===== src/rtl/alu_pkg.sv =====
// Shared ALU definitions: op-code constants, FSM state enum and the multi-cycle op decoder.
// Latency: n/a (types, constants and a pure function only).
// Backpressure: n/a. MULDIV_REM_EN adds REMU decoding (funct3=110, Type_alu=0).
package alu_pkg;

  localparam logic [2:0] F3_MULDIV = 3'b011;
  localparam logic [2:0] F3_REMU   = 3'b110;
  localparam logic       TYPE_MUL  = 1'b1;
  localparam logic       TYPE_DIV  = 1'b0;

  typedef enum logic [1:0] {
    S_IDLE,
    S_CALC,
    S_DONE
  } state_e;

  typedef enum logic [1:0] {
    OP_NONE,
    OP_MUL,
    OP_DIVU,
    OP_REMU
  } md_op_e;

  // Map the raw op fields onto the multi-cycle unit's internal op; anything unknown is OP_NONE.
  function automatic md_op_e decode_op(input logic [2:0] f3, input logic variant);
    md_op_e op;
    op = OP_NONE;
    if (f3 == F3_MULDIV && variant == TYPE_MUL) begin
      op = OP_MUL;
    end else if (f3 == F3_MULDIV && variant == TYPE_DIV) begin
      op = OP_DIVU;
    end
`ifdef MULDIV_REM_EN
    else if (f3 == F3_REMU && variant == TYPE_DIV) begin
      op = OP_REMU;
    end
`endif
    return op;
  endfunction

endpackage


===== src/rtl/muldiv_step.sv =====
// One iteration of the multiply/divide datapath: MSB-first shift-add or restoring subtract-shift.
// Latency: purely combinational.
// Backpressure: none; the caller's FSM decides when the step result is registered.
module muldiv_step
  import alu_pkg::*;
#(
  parameter int WIDTH = 32
) (
  input  logic [WIDTH-1:0] acc,
  input  logic [WIDTH-1:0] sreg,
  input  logic [WIDTH-1:0] operand2,
  input  md_op_e           op,
  output logic [WIDTH-1:0] acc_next,
  output logic [WIDTH-1:0] sreg_next
);

  logic [WIDTH:0] trial;

  // MUL: Horner form, acc = 2*acc + (next multiplicand bit ? operand2 : 0); low WIDTH bits only.
  // DIV: shift next dividend bit into the remainder, subtract divisor, keep it if no borrow;
  //      the quotient bit is shifted into sreg as the dividend bits move out.
  always_comb begin
    acc_next  = acc;
    sreg_next = sreg;
    trial     = {acc, sreg[WIDTH-1]} - {1'b0, operand2};
    unique case (op)
      OP_MUL: begin
        acc_next  = {acc[WIDTH-2:0], 1'b0} + (sreg[WIDTH-1] ? operand2 : '0);
        sreg_next = {sreg[WIDTH-2:0], 1'b0};
      end
      OP_DIVU, OP_REMU: begin
        if (trial[WIDTH]) begin
          acc_next  = {acc[WIDTH-2:0], sreg[WIDTH-1]};
          sreg_next = {sreg[WIDTH-2:0], 1'b0};
        end else begin
          acc_next  = trial[WIDTH-1:0];
          sreg_next = {sreg[WIDTH-2:0], 1'b1};
        end
      end
      default: begin
        acc_next  = acc;
        sreg_next = sreg;
      end
    endcase
  end

endmodule


===== src/rtl/muldiv_unit.sv =====
// Iterative unsigned MUL / DIVU (and REMU when MULDIV_REM_EN is defined), one bit per cycle.
// Latency: done at T+WIDTH+1 after start accepted at T; unsupported op or zero divisor: T+1.
// Backpressure: start is only sampled in IDLE; starts while busy or in DONE are dropped.
module muldiv_unit
  import alu_pkg::*;
#(
  parameter int WIDTH = 32
) (
  input  logic             clk,
  input  logic             rst,
  input  logic             start,
  input  logic [WIDTH-1:0] operand1,
  input  logic [WIDTH-1:0] operand2,
  input  logic [2:0]       funct3_alu,
  input  logic             Type_alu,
  output logic             busy,
  output logic             done,
  output logic [WIDTH-1:0] result
);

  localparam int CW = $clog2(WIDTH);
  localparam logic [CW-1:0] LAST = CW'(WIDTH - 1);

  state_e           state;
  md_op_e           op_q;
  md_op_e           op_in;
  logic [WIDTH-1:0] acc_q;
  logic [WIDTH-1:0] sreg_q;
  logic [WIDTH-1:0] op2_q;
  logic [CW-1:0]    cnt;
  logic [WIDTH-1:0] acc_nxt;
  logic [WIDTH-1:0] sreg_nxt;
  logic [WIDTH-1:0] res_sel;
  logic             div_zero;

  assign op_in    = decode_op(funct3_alu, Type_alu);
  assign div_zero = (operand2 == '0);

  muldiv_step #(.WIDTH(WIDTH)) u_step (
    .acc      (acc_q),
    .sreg     (sreg_q),
    .operand2 (op2_q),
    .op       (op_q),
    .acc_next (acc_nxt),
    .sreg_next(sreg_nxt)
  );

  // Pick the final value: product and remainder live in acc, quotient in the shift register.
  always_comb begin
    res_sel = '0;
    unique case (op_q)
      OP_MUL:  res_sel = acc_q;
      OP_DIVU: res_sel = sreg_q;
      OP_REMU: res_sel = acc_q;
      default: res_sel = '0;
    endcase
  end

  // Control FSM with registered busy/done/result; zero-divisor results are preloaded at accept.
  always_ff @(posedge clk) begin
    if (rst) begin
      state  <= S_IDLE;
      op_q   <= OP_NONE;
      acc_q  <= '0;
      sreg_q <= '0;
      op2_q  <= '0;
      cnt    <= '0;
      busy   <= 1'b0;
      done   <= 1'b0;
      result <= '0;
    end else begin
      done <= 1'b0;
      unique case (state)
        S_IDLE: begin
          if (start) begin
            op_q   <= op_in;
            op2_q  <= operand2;
            cnt    <= '0;
            acc_q  <= (op_in == OP_REMU && div_zero) ? operand1 : '0;
            sreg_q <= (op_in == OP_DIVU && div_zero) ? '1 : operand1;
            if (op_in != OP_NONE && !div_zero) begin
              state <= S_CALC;
              busy  <= 1'b1;
            end else begin
              state <= S_DONE;
            end
          end
        end
        S_CALC: begin
          acc_q  <= acc_nxt;
          sreg_q <= sreg_nxt;
          cnt    <= cnt + CW'(1);
          if (cnt == LAST) begin
            state <= S_DONE;
            busy  <= 1'b0;
          end
        end
        S_DONE: begin
          done   <= 1'b1;
          result <= res_sel;
          state  <= S_IDLE;
        end
        default: state <= S_IDLE;
      endcase
    end
  end

endmodule


===== config.mk =====
export PLATFORM = sky130hd
export DESIGN_NAME = muldiv_unit
export DESIGN_NICKNAME = d
export VERILOG_FILES = /design/src/rtl/alu_pkg.sv /design/src/rtl/muldiv_step.sv /design/src/rtl/muldiv_unit.sv
export SDC_FILE = /design/constraint.sdc
export NUM_CORES = 1
export LEC_CHECK = 0
export ABC_CLOCK_PERIOD_IN_PS = 3200
export CORE_MARGIN = 2
export CORE_UTILIZATION = 55
export CTS_BUF_LIST = sky130_fd_sc_hd__clkbuf_16
export CTS_CLUSTER_SIZE = 25
export DETAILED_ROUTE_END_ITERATION = 6
export DONT_BUFFER_PORTS = 1
export PLACE_DENSITY = 0.76
export SYNTH_ARGS = -nofsm -noshare
export SYNTH_HDL_FRONTEND = slang
export SYNTH_SLANG_ARGS = --single-unit

===== constraint.sdc =====
create_clock -name clk -period 3.2 [get_ports clk]
set_input_delay 0.64 -clock clk [delete_from_list [all_inputs] [get_ports clk]]
set_output_delay 0.64 -clock clk [all_outputs]
set_load 0.005 [all_outputs]

==> results of run 1 <==
==> sequential cells by signal (all words and copies together), names as in the netlist <==
register / cells
op_q: 2
result: 32
op2_q: 32
cnt: 5
acc_q: 32
busy: 1
done: 1
state: 2
sreg_q: 32
==> area by class of cell <==
class	count	share of cell area
flip-flops and latches	139	0.239
repair buffers	137	0.0996
well taps	225	0.0242
multi-input cells	1006	0.570
inverters	47	0.0151
clock inverters	14	0.0156
clock buffers	17	0.0365
diodes	1	0.000215
==> routing by layer <==
metal | GRT usage | wire, microns | up-vias | part of all wire
li1 | - | - | 4826 | -
met1 | 0.426 | 13000 | 4845 | 0.39
met2 | 0.559 | 15600 | 551 | 0.47
met3 | 0.0667 | 2710 | 136 | 0.081
met4 | 0.201 | 1990 | 0 | 0.060
met5 | 0 | 0 | - | 0
==> logic make-up after synthesis <==
logic type,Yosys count,synth area share
AOI/OAI and AO/OA,461,0.324
muxes,8,0.00841
DFF,139,0.288
adders and majority gates,67,0.0882
xor gates and xnor gates,48,0.0435
and+or+nand+nor,422,0.195
buffers and inverters,131,0.0533
==> worst max-delay path: stages (launching register included) <==
cell,delay (ps)
dfxtp_2,330
inv_2,50
ha_4,160
fa_2,400
nand2b_4,160
a21o_1,230
a31o_1,260
o31a_1,340
o21ai_4,260
a211oi_4,120
buf_6,180
nor3_4,170
a21oi_2,70
a2111oi_2,420
==> repair_timing <==
| action | 4_1_cts | 5_1_grt |
|---|---|---|
| setup buffers | 2 | 12 |
| endpoints found under the setup margin | 3 | 31 |
| gates resized for setup | 2 | 68 |
| pin swaps | 7 | 38 |
| gates cloned | 0 | 2 |
==> power groups by stage <==
stage	clock network, W	registers (W)	logic [W]
global placement	0	0.00192	0.000688
floorplan	0	0.00190	0.000506
detailed placement	0	0.00192	0.000703
global route	0.00220	0.00189	0.000850
CTS	0.00211	0.00188	0.000712
finish	0.00211	0.00188	0.000788
==> metrics by stage <==
step	TNS [ps]	std cells	area, sq um	hold WS (ps)	util
global placement	0	1539	10600	439	0.613
detailed placement	-20.5	1539	10600	441	0.613
CTS	-18.4	1572	11200	276	0.650
global route	-1480	1585	11700	269	0.676
finish	-386	1586	11700	300	0.676
floorplan	0	1276	9680	429	-
==> final timing paths <==
| path | slack (ps) | cells past startpoint | to |
|---|---|---|---|
| setup / recovery | -70 | 13 | acc_q[22]$_SDFFE_PP0P_ |
| hold reg to reg | 450 | 2 | op2_q[9]$_SDFFE_PP0P_ |
| setup reg to reg | -70 | 13 | acc_q[22]$_SDFFE_PP0P_ |
| hold / removal | 300 | 1 | result[14]$_SDFFE_PP0P_ |
==> layout by cell type (no fill, tap or decap), drive strengths merged, types with 4 or more instances in the layout <==
| cell type | Yosys | final |
|---|---|---|
| a31o | 6 | 6 |
| ha | 65 | 65 |
| or2 | 5 | 5 |
| a21o | 28 | 28 |
| and2 | 6 | 6 |
| or3 | 7 | 7 |
| nor4 | 14 | 14 |
| dfxtp | 139 | 139 |
| a22oi | 35 | 35 |
| a21boi | 5 | 5 |
| and3 | 6 | 6 |
| inv | 47 | 55 |
| a31oi | 19 | 19 |
| a211oi | 38 | 38 |
| o21bai | 7 | 7 |
| a2111oi | 4 | 4 |
| nand4 | 13 | 13 |
| o311ai | 4 | 4 |
| mux2i | 7 | 7 |
| o221ai | 33 | 33 |
| nor2b | 7 | 7 |
| xor2 | 17 | 17 |
| nor2 | 123 | 123 |
| o21a | 11 | 11 |
| clkbuf | 67 | 19 |
| nand2 | 172 | 172 |
| o211ai | 17 | 17 |
| xnor2 | 31 | 31 |
| nor3 | 17 | 17 |
| buf | 17 | 135 |
| o31ai | 5 | 5 |
| o21ai | 67 | 67 |
| nand2b | 15 | 15 |
| nand3 | 26 | 26 |
| a21oi | 148 | 148 |
==> flow_metrics.tcl, run 1 <==
set metrics [dict create \
    violations "setup timing" \
    powerDensity_nw_per_um2 410 \
    crit_path_end_kind "flop" \
    netlist.area_leader.share 0.288 \
    dieHeight_microns 137 \
    dieArea_sq_um 18700 \
    clkLatencyLatePin_ps 430 \
    p_leak_nw 4.75 \
    r2r-start "sreg_q[31]$_SDFFE_PP0P_" \
    grt_max_degree 133 \
    total_power_w 0.00478 \
    synth.largest_area_cell "dfxtp_1" \
    syn_area_sq_um 9670 \
    cts.sinks 139 \
    core_sq_um 17200 \
    cts_buffers 17 \
    ys_top_cells_by_area "dfxtp_1, ha_1, a21oi_1" \
    fp.dieW_microns 137 \
    clk_pin_slew_worst_paths_ps 60 \
    worstPathArrival_ps 3570 \
    p_sw_frac 0.293 \
    min-delay-start "rst" \
    drive_gt1_frac 0.170 \
    num_io_pins 105 \
    synth_flop_cell "dfxtp_1" \
    place_ws_ps -12.1 \
    setup_ws_ps -70.9 \
    tritoncts "done" \
    drc 0 \
    grt_overflow_total 0 \
    place.detailed.hpwl_microns 24100 \
    synth_area_per_cell_sq_um 7.58 \
    globalRouteTotalUtil 0.345 \
    rsz0062_at_grt "yes" \
    synthArstFlopShare 0 \
    cts_max_level 4 \
    fmax_mhz 306 \
    ys.warnings.count 0 \
    maxSlewViolCount 0 \
    cp.required_ps 3500 \
    ctsLongestPathBuffers 2 \
    drt_pass1_iterations 5 \
    syn_nets 1414 \
    ant_nets 0 \
    antenna_found_initial 0 \
    maxCapViolCount 0 \
    fillers 1436 \
    synth.most_common_cell "nand2_1" \
    finalCritPeriodShare 1.02 \
    synth-seq-area-share 0.288 \
    power.clock.fraction 0.441 \
    vias 10358 \
    wl_per_cell_microns 21.0 \
    path_max_fanout 13 \
    min_path_type "in2reg" \
    power_frac_seq 0.394 \
    io_buffer_count 0 \
    row_count 48 \
    synth_edf_count 0 \
    critPathKind "reg2reg" \
    vdd_drop_max_mv 0.426 \
    net-switching-power_w 0.00140 \
    netlist_instances 1276 \
    drt-initial-drc-count 1127 \
    synthTopCellsByCount "nand2_1, a21oi_1, dfxtp_1" \
    finalWeightedCongestion 1.03 \
    setup_violations 13 \
    nets 1486 \
    slew_headroom 0.191 \
    start_util 0.561 \
    synth-seq-cells 139 \
    seqCellArea_sq_um 2780 \
    grt_pass1_wl_microns 49800 \
    tightest_slew_ps 1210 \
    first_global_vias 9557 \
    cts_root_buffer "clkbuf_16" \
    multi_input_area_sq_um 6640 \
    synth.distinct_cells 80 \
    crit_path_start_kind "flop" \
    final_hold_viol_count 0 \
    viasPerCell 6.53 \
    crit_path_start "sreg_q[31]$_SDFFE_PP0P_" \
    p_int_w 0.00338 \
    run_status "finished, violations left" \
    finalCriticalPeriod_ps 3270 \
    power_frac_comb 0.165 \
    wl_microns 33400 \
    area_growth_pct 20.5 \
    postCtsHoldBufs 0 \
    fin_skew_ps 9.09 \
]
(Power assumes the default switching activity.)
==> run 2, diff against run 1 <==
--- a/config.mk
+++ b/config.mk
@@ -6,13 +6,17 @@
 export NUM_CORES = 1
 export LEC_CHECK = 0
 export ABC_CLOCK_PERIOD_IN_PS = 3200
+export CELL_PAD_IN_SITES_DETAIL_PLACEMENT = 0
+export CELL_PAD_IN_SITES_GLOBAL_PLACEMENT = 2
 export CORE_MARGIN = 2
-export CORE_UTILIZATION = 55
+export CORE_UTILIZATION = 34
 export CTS_BUF_LIST = sky130_fd_sc_hd__clkbuf_16
 export CTS_CLUSTER_SIZE = 25
 export DETAILED_ROUTE_END_ITERATION = 6
 export DONT_BUFFER_PORTS = 1
-export PLACE_DENSITY = 0.76
+export PLACE_DENSITY = 0.8
+export SLEW_MARGIN = 20
 export SYNTH_ARGS = -nofsm -noshare
 export SYNTH_HDL_FRONTEND = slang
 export SYNTH_SLANG_ARGS = --single-unit
+export TNS_END_PERCENT = 50
==> flow_metrics.tcl, run 2 (synthesis gave the netlist of run 1 again) <==
set metrics [dict create \
    io_buffer_count 0 \
    viasPerCell 5.65 \
    dpl_cell_area_sq_um 10800 \
    core_sq_um 27900 \
    area_growth_pct 20.6 \
    p_leak_nw 4.68 \
    start_util 0.346 \
    drt_pass1_iterations 5 \
    fmax_mhz 316 \
    stdcell_count 1744 \
    tightest_slew_ps 710 \
    place.detailed.hpwl_microns 26200 \
    drive_gt1_frac 0.170 \
    design_area_sq_um 11700 \
    slowest_stage "fa_2" \
    grt_max_degree 133 \
    ctsLongestPathBuffers 2 \
    cts_root_buffer "clkbuf_16" \
    worstPathArrival_ps 3460 \
    clk_pin_slew_worst_paths_ps 70 \
    maxSlewViolCount 0 \
    dieArea_sq_um 29800 \
    wl_microns 35300 \
    num_io_pins 105 \
    antenna_found_initial 1 \
    total_power_w 0.00455 \
    vias 9858 \
    nets 1491 \
    critPathKind "reg2reg" \
    cts_buffers 17 \
    slew_headroom 0.526 \
    fp.dieW_microns 173 \
    drt-initial-drc-count 903 \
    maxCapViolCount 0 \
    cp.required_ps 3500 \
    ant_nets 0 \
    first_global_vias 9587 \
    rsz0062_at_grt "yes" \
    dp.cells 1704 \
    grt_overflow_total 0 \
    globalRouteTotalUtil 0.231 \
    antenna-diode-count 0 \
    grt_pass1_wl_microns 54100 \
    final_hold_viol_count 0 \
    postCtsHoldBufs 0 \
    finalCritPeriodShare 0.988 \
    run_status "complete, no violations" \
    powerDensity_nw_per_um2 390 \
    vdd_drop_max_mv 0.322 \
    clkLatencyLatePin_ps 440 \
    cpPeakStageDelay_ps 340 \
    tritoncts "done" \
    dieHeight_microns 173 \
    layout_commonest_cell "nand2_1" \
    final_cell_mix "nand2_1, a21oi_1, dfxtp_1, buf_4, nor2_1" \
    cts_max_level 4 \
    cpLargestDelayFamily "compound AO/OA/AOI/OAI gates" \
    finalWeightedCongestion 0.948 \
    crit_path_start_kind "flop" \
    crit_path_end_kind "flop" \
    drc 0 \
    cts.sinks 139 \
    crit_buf_inv 3 \
    row_count 61 \
    finalCriticalPeriod_ps 3160 \
    wl_per_cell_microns 20.3 \
    setup_violations 0 \
    path_max_fanout 10 \
    cp_cell_sequence "inv_2 > ha_2 > fa_2 > nand2b_4 > a21o_4 > a31o_1 > o31a_1 > o21ai_4 > a31o_4 > nor2_4 > buf_12 > buf_4 > a31oi_1 > o22ai_1" \
    fin_skew_ps 13.1 \
    reg2reg_slack_ps 40 \
    min_path_type "in2reg" \
]
## run 2: changes by cell type in the layout (fill, tap and decap cells not counted), moves of 4 or more
cell / delta
buf_4: +16
o21ai_0: +4
o21ai_1: -5
buf_6: -6
## run 2: area by class of cell
cell class / count / area, sq um
Tap cell: 378 / 473
Inverter: 47 / 176
Clock buffer: 17 / 425
Sequential cell: 139 / 2780
Fill cell: 2955 / 16300
Clock inverter: 15 / 128
Multi-Input combinational cell: 1007 / 6590
Timing Repair Buffer: 141 / 1090
## run 2: timing repair
item                                    CTS  global route
cloned                                    0             1
resized for setup                         5            40
endpoints found under the setup margin   17            33
pin swaps                                 3            25
hold endpoints to repair                  0             0
setup buffers                             1             6
## run 2: per-stage QoR
stage / hold WS (ps) / util / setup WS, ps / setup TNS (ps)
3_5_place_dp: 444 / 0.388 / -76.7 / -495
2_1_floorplan: 429 / - / 24.8 / 0
5_1_grt: 253 / 0.418 / -66.7 / -568
6_report: 278 / 0.418 / 39.6 / 0
4_1_cts: 270 / 0.409 / -32.4 / -167
3_3_place_gp: 437 / 0.388 / -33.1 / -60.9
## run 2: layer usage
metal  vias to the layer above  global-route usage  share of wire
li1                       4840                   -              -
met1                      4666               0.294           0.44
met2                       282               0.389           0.48
met3                        68              0.0402          0.045
met4                         2              0.0879          0.034
met5                         -                   0        0.00028
## run 2: power breakdown
part           leakage, nW  internal, W  switching (W)
clock network        0.267      0.00102       0.000925
logic                 3.28     0.000291       0.000439
registers             1.14      0.00182      0.0000631
total                 4.68      0.00313        0.00143
## run 2: path summary, 6_finish.rpt
kind,endpoint,startpoint,depth (start not counted)
max,acc_q[2]$_SDFFE_PP0P_,sreg_q[31]$_SDFFE_PP0P_,14
min,result[18]$_SDFFE_PP0P_,rst,1
max reg2reg,acc_q[2]$_SDFFE_PP0P_,sreg_q[31]$_SDFFE_PP0P_,14
min reg2reg,op2_q[6]$_SDFFE_PP0P_,op2_q[6]$_SDFFE_PP0P_,2
==> run 3, diff against run 2 <==
--- a/config.mk
+++ b/config.mk
@@ -15,7 +15,6 @@
 export DETAILED_ROUTE_END_ITERATION = 6
 export DONT_BUFFER_PORTS = 1
 export PLACE_DENSITY = 0.8
-export SLEW_MARGIN = 20
 export SYNTH_ARGS = -nofsm -noshare
 export SYNTH_HDL_FRONTEND = slang
 export SYNTH_SLANG_ARGS = --single-unit
==> results of run 3 <==
Final layout, timing and power as in run 2 (identical DEF).
